## src/rtl/wb_initiator.sv

```systemverilog
// Single-outstanding Wishbone classic (B3) master. One command goes out on the bus and
// comes back as exactly one response: read data, or ERR_DATA with rsp_err when the slave never acks.
module wb_initiator #(
  parameter int unsigned TIMEOUT  = 16,
  parameter logic [31:0] ERR_DATA = 32'hDEAD_BEEF
) (
  input  logic        wb_clk_i,
  input  logic        rst_n,
  input  logic        cmd_valid,
  output logic        cmd_ready,
  input  logic        cmd_we,
  input  logic [31:0] cmd_adr,
  input  logic [31:0] cmd_dat,
  input  logic [3:0]  cmd_sel,
  output logic        rsp_valid,
  input  logic        rsp_ready,
  output logic [31:0] rsp_dat,
  output logic        rsp_err,
  output logic        wbm_cyc_o,
  output logic        wbm_stb_o,
  output logic        wbm_we_o,
  output logic [3:0]  wbm_sel_o,
  output logic [31:0] wbm_adr_o,
  output logic [31:0] wbm_dat_o,
  input  logic        wbm_ack_i,
  input  logic [31:0] wbm_dat_i,
  output logic [7:0]  err_count,
  output logic [1:0]  state_dbg
);

  // Handshakes: a transfer happens on a rising edge where valid and ready are both high.
  // The offering side keeps valid and its payload steady until that edge.
  // cmd_ready is high only in IDLE; rsp_* stay frozen while rsp_ready is low.
  typedef enum logic [1:0] {
    IDLE = 2'd0,
    BUS  = 2'd1,
    RESP = 2'd2
  } state_e;

  state_e     state, state_nxt;
  logic [7:0] tmo_cnt;
  logic       tmo_hit;
  logic       cmd_fire;

  assign cmd_fire  = cmd_valid & cmd_ready;
  assign tmo_hit   = (tmo_cnt == 8'(TIMEOUT - 1));
  assign wbm_stb_o = wbm_cyc_o;
  assign state_dbg = state;

  always_ff @(posedge wb_clk_i or negedge rst_n) begin
    if (!rst_n) state <= IDLE;
    else        state <= state_nxt;
  end

  always_comb begin
    state_nxt = state;
    case (state)
      IDLE: if (cmd_fire) state_nxt = BUS;
      BUS:  if (wbm_ack_i || tmo_hit) state_nxt = RESP;
      RESP: if (rsp_ready) state_nxt = IDLE;
      default: state_nxt = IDLE;
    endcase
  end

  always_ff @(posedge wb_clk_i or negedge rst_n) begin
    if (!rst_n) begin
      cmd_ready <= 1'b1;
      rsp_valid <= 1'b0;
      rsp_err   <= 1'b0;
      rsp_dat   <= '0;
      wbm_cyc_o <= 1'b0;
      wbm_we_o  <= 1'b0;
      wbm_sel_o <= '0;
      wbm_adr_o <= '0;
      wbm_dat_o <= '0;
      err_count <= '0;
      tmo_cnt   <= '0;
    end else begin
      cmd_ready <= (state_nxt == IDLE);
      case (state)
        IDLE: begin
          if (cmd_fire) begin
            wbm_cyc_o <= 1'b1;
            wbm_we_o  <= cmd_we;
            wbm_sel_o <= cmd_sel;
            wbm_adr_o <= cmd_adr;
            wbm_dat_o <= cmd_dat;
            tmo_cnt   <= '0;
          end
        end
        BUS: begin
          // An ack on the final allowed cycle still completes normally.
          if (wbm_ack_i) begin
            wbm_cyc_o <= 1'b0;
            rsp_valid <= 1'b1;
            rsp_err   <= 1'b0;
            rsp_dat   <= wbm_we_o ? 32'h0 : wbm_dat_i;
          end else if (tmo_hit) begin
            wbm_cyc_o <= 1'b0;
            rsp_valid <= 1'b1;
            rsp_err   <= 1'b1;
            rsp_dat   <= ERR_DATA;
            if (err_count != 8'hFF) err_count <= err_count + 8'd1;
          end else begin
            tmo_cnt <= tmo_cnt + 8'd1;
          end
        end
        RESP: begin
          if (rsp_ready) rsp_valid <= 1'b0;
        end
        default: ;
      endcase
    end
  end

endmodule

```

## config.mk

```make
export PLATFORM = sky130hd
export DESIGN_NAME = wb_initiator
export DESIGN_NICKNAME = d
export VERILOG_FILES = /design/src/rtl/wb_initiator.sv
export SDC_FILE = /design/constraint.sdc
export NUM_CORES = 1
export LEC_CHECK = 0
export CAP_MARGIN = 20
export CORE_MARGIN = 1.5
export CORE_UTILIZATION = 45
export CTS_CLUSTER_DIAMETER = 60
export DETAILED_ROUTE_END_ITERATION = 8
export PLACE_DENSITY = 0.9
export SLEW_MARGIN = 10
export SYNTH_ARGS = -nofsm -noshare
export SYNTH_HDL_FRONTEND = slang
export SYNTH_SLANG_ARGS = --single-unit
```

## constraint.sdc

```tcl
create_clock -name wb_clk_i -period 4.96 [get_ports wb_clk_i]
set_input_delay 0.992 -clock wb_clk_i [delete_from_list [all_inputs] [get_ports wb_clk_i]]
set_output_delay 0.992 -clock wb_clk_i [all_outputs]
set_load 0.005 [all_outputs]
```

; Word-level counts from Yosys, hierarchy flattened
; Cells that the tools add are included.
[totals]
reg_bits = 123
latch_bits = 0
mem_bits_rw = 0
mem_bits_ro = 0
in_bits = 106
output_inout_bits = 116
elab_cells = 57
n_memories = 0
[op_classes]
add_sub_neg = 2
multipliers = 0
n_div = 0
order_cmp = 0
n_eq_ne = 9
shifts = 0
n_mux = 20
bitwise_logic = 2
n_reduce_logical = 12
[ops]
columns = op, count
row1 = 32-bit 2-to-1 mux, 3
row2 = 8-bit 2-to-1 mux, 3
row3 = "8-bit by 1-bit adder with 8-bit output, second input constant", 2
row4 = 8-bit case mux with 2 select lines, 1
row5 = "8-bit by 4-bit == test with 1-bit output, second input constant", 1
row6 = "2-bit != test, second input constant", 4
row7 = "8-bit != test, second input constant", 1
row8 = 4-bit AND reduction, 2
row9 = 1-bit 2-to-1 mux, 7
row10 = 2-bit 2-to-1 mux, 3
row11 = 2-bit case mux with 3 select lines, 1
row12 = 3-bit AND reduction, 2
row13 = 2-bit nonzero test, 3
row14 = 2-bit zero test, 2
row15 = 1-bit case mux with 2 select lines, 2
row16 = 2-bit AND reduction, 2
row17 = "3-bit != test, second input constant", 1
row18 = "2-bit by 1-bit == test with 1-bit output, second input constant", 1
row19 = "2-bit == test, second input constant", 1
row20 = 1-bit bitwise AND, 1
row21 = 1-bit logical OR, 1
row22 = 1-bit NOT, 1

; Logic depth before layout (Yosys ltp)
[logic_depth]
ltp_word = 5
depth_mapped = 7
ltp_nobuf = 5

; Least setup slack after synthesis
; No wires, ideal clock.
[synth_timing]
path_type = input to register
startpoint = input port wbm_ack_i
endpoint = register err_count[1]
arrival_time_ns = 2.074
required_ns = 4.832
setup_slack_ns = 2.758
stages = 4
path_buffers = 0
path_cell_list = nor3b_2 -> nand3_4 -> nor2_1 -> mux2_1
[synth_via]
elab_chain_len = 2
[synth_rtl]
columns = element, line
row1 = "start, declared", 25  ; input logic wbm_ack_i,
row2 = 1-bit NOT (no source line), n/a
row3 = 4-bit AND reduction (no source line), n/a
row4 = "end signal, assigned", 103  ; if (err_count != 8'hFF) err_count <= err_count + 8'd1;
row5 = "end, declared", 27  ; output logic [7:0] err_count,
; Every way passes these cells.
; A chain may end at the register's enable or synchronous reset.

; Final worst setup path
[layout_timing]
startpoint = input port wbm_ack_i
endpoint = register err_count[2]
; Same word-level chain as after synthesis.

==> impl_metrics.env <==
export IMPL_status="completed"
export IMPL_maxSlewViolCount=0
export IMPL_yosys_register_bits=123
export IMPL_crit_path_end_kind="register"
export IMPL_antenna_found_initial=0
export IMPL_ir_drop_v=0.000323
export IMPL_postLayoutCoreUtil_pct=74.8
export IMPL_drtIter0Drc=199
export IMPL_synth_seq_area_share_pct=63.1
export IMPL_dieHeight_um=107
export IMPL_grt_busiest_layer="met2"
export IMPL_place_gp_congestion=0.823
export IMPL_die_area_mm2=0.0115
export IMPL_grt_use_total_pct=26.9
export IMPL_post_cts_resized=0
export IMPL_path_clk_slew_ns=0.06
export IMPL_critical_path_endpoint="err_count[2]"
export IMPL_grt_pass1_wl_mm=23.5
export IMPL_drc=0
export IMPL_path_max_fanout=22
export IMPL_syn_instance_count=488
export IMPL_hold_viol_final=0
export IMPL_reg2reg_from="tmo_cnt[0]"
export IMPL_power_mw=4.73
export IMPL_critPathLaunchType="input pin"
export IMPL_r2r_slack_ns=2.62
export IMPL_grt_use_met2_pct=46.9
export IMPL_powerDensity_mw_per_mm2=607
export IMPL_detail_route_antenna_nets=0
export IMPL_cts_hold_buf=0
export IMPL_crit_start="wbm_ack_i"
export IMPL_dp_hpwl_mm=10.3
export IMPL_cts_setup_buffers=0
export IMPL_area_growth_pct=59.7
export IMPL_tightest_slew_ns=1.07
export IMPL_path_class="input pin to register"
export IMPL_numPlacedInstances=822
export IMPL_fin_skew_ns=0.0141
export IMPL_antenna_cells=0
export IMPL_wl_mm=14.9
export IMPL_setup_tns_final_ns=0
export IMPL_clk_latency_ns=0.51
export IMPL_vias_per_cell=5.17
export IMPL_crit_required_ns=5.39
export IMPL_syn_area_per_cell_um2=10.0
export IMPL_cts_num_sinks=123
export IMPL_clockBufferDepth=2
export IMPL_grt_max_degree=50
export IMPL_ff2ff_path_depth=4
export IMPL_synth_area_mm2=0.00488
export IMPL_die_x_um=107
export IMPL_pin_count=222
export IMPL_ctsHtreeMaxLevel=4
export IMPL_min_path_type="input pin to async pin"
export IMPL_rsz0062_at_grt="no"
export IMPL_syn_nets=596
export IMPL_fin_ws_ns=2.22
export IMPL_fin_cells=854
export IMPL_synth_cell_types=39
export IMPL_dr_pass1_iters=5
export IMPL_grt_use_met3_pct=9.24
export IMPL_p_leak_nw=3.67
export IMPL_place_ws_ns=1.79
export IMPL_io_buffers=221
export IMPL_initial_core_util_pct=46.8
export IMPL_grt_ovfl_total=0
export IMPL_cap_violations=0
export IMPL_setup_viol=0
export IMPL_clock_root_buffer="clkbuf_8"
export IMPL_fmax_mhz=365
export IMPL_drive_gt1_share_pct=6.41
export IMPL_min_period_over_period_pct=55.2
export IMPL_timing_rr_end="rsp_dat[14]"
export IMPL_grt_pass1_vias=4721
export IMPL_rows=37
export IMPL_wl_per_cell_um=17.4
export IMPL_fin_crit_ns=2.74
export IMPL_numCtsBuffers=17
export IMPL_vias=4416
export IMPL_core_area_mm2=0.0104
export IMPL_yosysWarningCount=0
export IMPL_met1_usage_pct=29.3
export IMPL_crit_arrival_ns=3.17
export IMPL_cts_tree="yes"
export IMPL_final_nets=813
export IMPL_timing_slew_headroom_pct=28.9
## power by group
part	internal [mW]	switching [mW]	total, mW
sequential	1.43	0.258	1.68
combinational	1.01	0.758	1.77
clock	0.845	0.425	1.27
## flip-flops by register name (all words and copies together), names as in the netlist, 2 cells and up
name	flops
rsp_dat	32
tmo_cnt	8
state_dbg	2
wbm_adr_o	32
wbm_dat_o	32
err_count	8
wbm_sel_o	4
## cell families (layout without fill, tap and decap cells)
| logic type | Yosys count | count (layout) | share of synthesized area, % |
|---|---|---|---|
| adders and majority gates | 2 | 2 | 0.513 |
| DFF | 123 | 123 | 63.1 |
| buffers and inverters | 32 | 262 | 2.92 |
| xor gates and xnor gates | 9 | 9 | 1.62 |
| and+or+nand+nor | 272 | 272 | 23.6 |
| AOI/OAI and AO/OA | 49 | 49 | 7.95 |
| muxes | 1 | 1 | 0.231 |
## cells in the mapped netlist, drive strengths merged
cell	instances	area, um^2
nor3b	1	12.5
nor2b	3	18.8
and2b	1	7.51
o21ai	15	78.8
buf	9	56.3
nor4b	1	15.0
o31ai	2	15.0
ha	2	25.0
nor2	9	33.8
nand2b	1	6.26
o211ai	2	15.0
a221o	21	210
a31oi	5	46.3
and4	1	8.76
nand3	12	72.6
and3	3	18.8
xor2	9	78.8
nor3	2	10.0
and2	1	6.26
nand2	228	856
inv	5	18.8
dfrtp	122	3050
o21a	1	7.51
and3b	1	8.76
mux2	1	11.3
a21oi	3	15.0
nand4	3	18.8
or4	1	7.51
nor4	4	52.6
dfstp	1	26.3
clkbuf	18	67.6
## worst max-delay path, stage by stage
cell and delay [ns]:
clkdlybuf4s50_1 0.53, nor3b_2 0.56, and3_1 0.76, a21oi_1 0.16
a31oi_1 0.16
## placed cells by master (no fill, tap or decap), types with 2 or more instances in the layout
| cell type | count |
|---|---|
| a31oi_1 | 4 |
| nor2b_1 | 3 |
| nor4_2 | 2 |
| clkbuf_8 | 7 |
| o21ai_0 | 14 |
| xor2_1 | 9 |
| dfrtp_1 | 122 |
| nand2_1 | 228 |
| o211ai_1 | 2 |
| buf_4 | 5 |
| clkbuf_16 | 16 |
| nor3_1 | 2 |
| a21oi_1 | 3 |
| o31ai_1 | 2 |
| and3_1 | 2 |
| nand4_1 | 3 |
| nand3_1 | 10 |
| bufinv_16 | 3 |
| clkbuf_1 | 3 |
| clkdlybuf4s50_1 | 220 |
| clkinv_2 | 2 |
| inv_1 | 5 |
| nor2_1 | 8 |
| a221o_1 | 21 |
| ha_1 | 2 |
## metrics by stage
stage                     hold WS (ns)  area, um^2
after floorplan                  0.470        4880
after global routing             0.464        7790
final                            0.451        7790
after detailed placement         0.462        7170
after CTS                        0.441        7790
after global placement           0.456        7170
## worst min path at each step
| stage | startpoint | endpoint | slack, ns | cells past startpoint |
|---|---|---|---|---|
| 6_report | rst_n | rsp_err | 0.45 | 1 |
| 4_1_cts | rst_n | rsp_err | 0.44 | 1 |
| 3_5_place_dp | wbm_sel_o[2] | wbm_sel_o[2] | 0.46 | 2 |
| 3_3_place_gp | wbm_sel_o[2] | wbm_sel_o[2] | 0.46 | 2 |
| 2_1_floorplan | wbm_adr_o[0] | wbm_adr_o[0] | 0.47 | 2 |
| 5_1_grt | rst_n | rsp_err | 0.46 | 1 |
## layer usage
layer / wire, um / share of wire [%]
met1: 5670 / 38
met2: 7560 / 51
met3: 1260 / 8.5
met4: 409 / 2.7
met5: 0 / 0
## final cells by class
| class | count | area [um^2] |
|---|---|---|
| Fill cell | 705 | 2630 |
| Multi-Input combinational cell | 333 | 1670 |
| Clock buffer | 26 | 508 |
| Sequential cell | 123 | 3080 |
| Clock inverter | 6 | 108 |
| Tap cell | 136 | 170 |
| Inverter | 5 | 18.8 |
| Timing Repair Buffer | 225 | 2240 |
No activity file was read; power rests on OpenSTA's default activity.
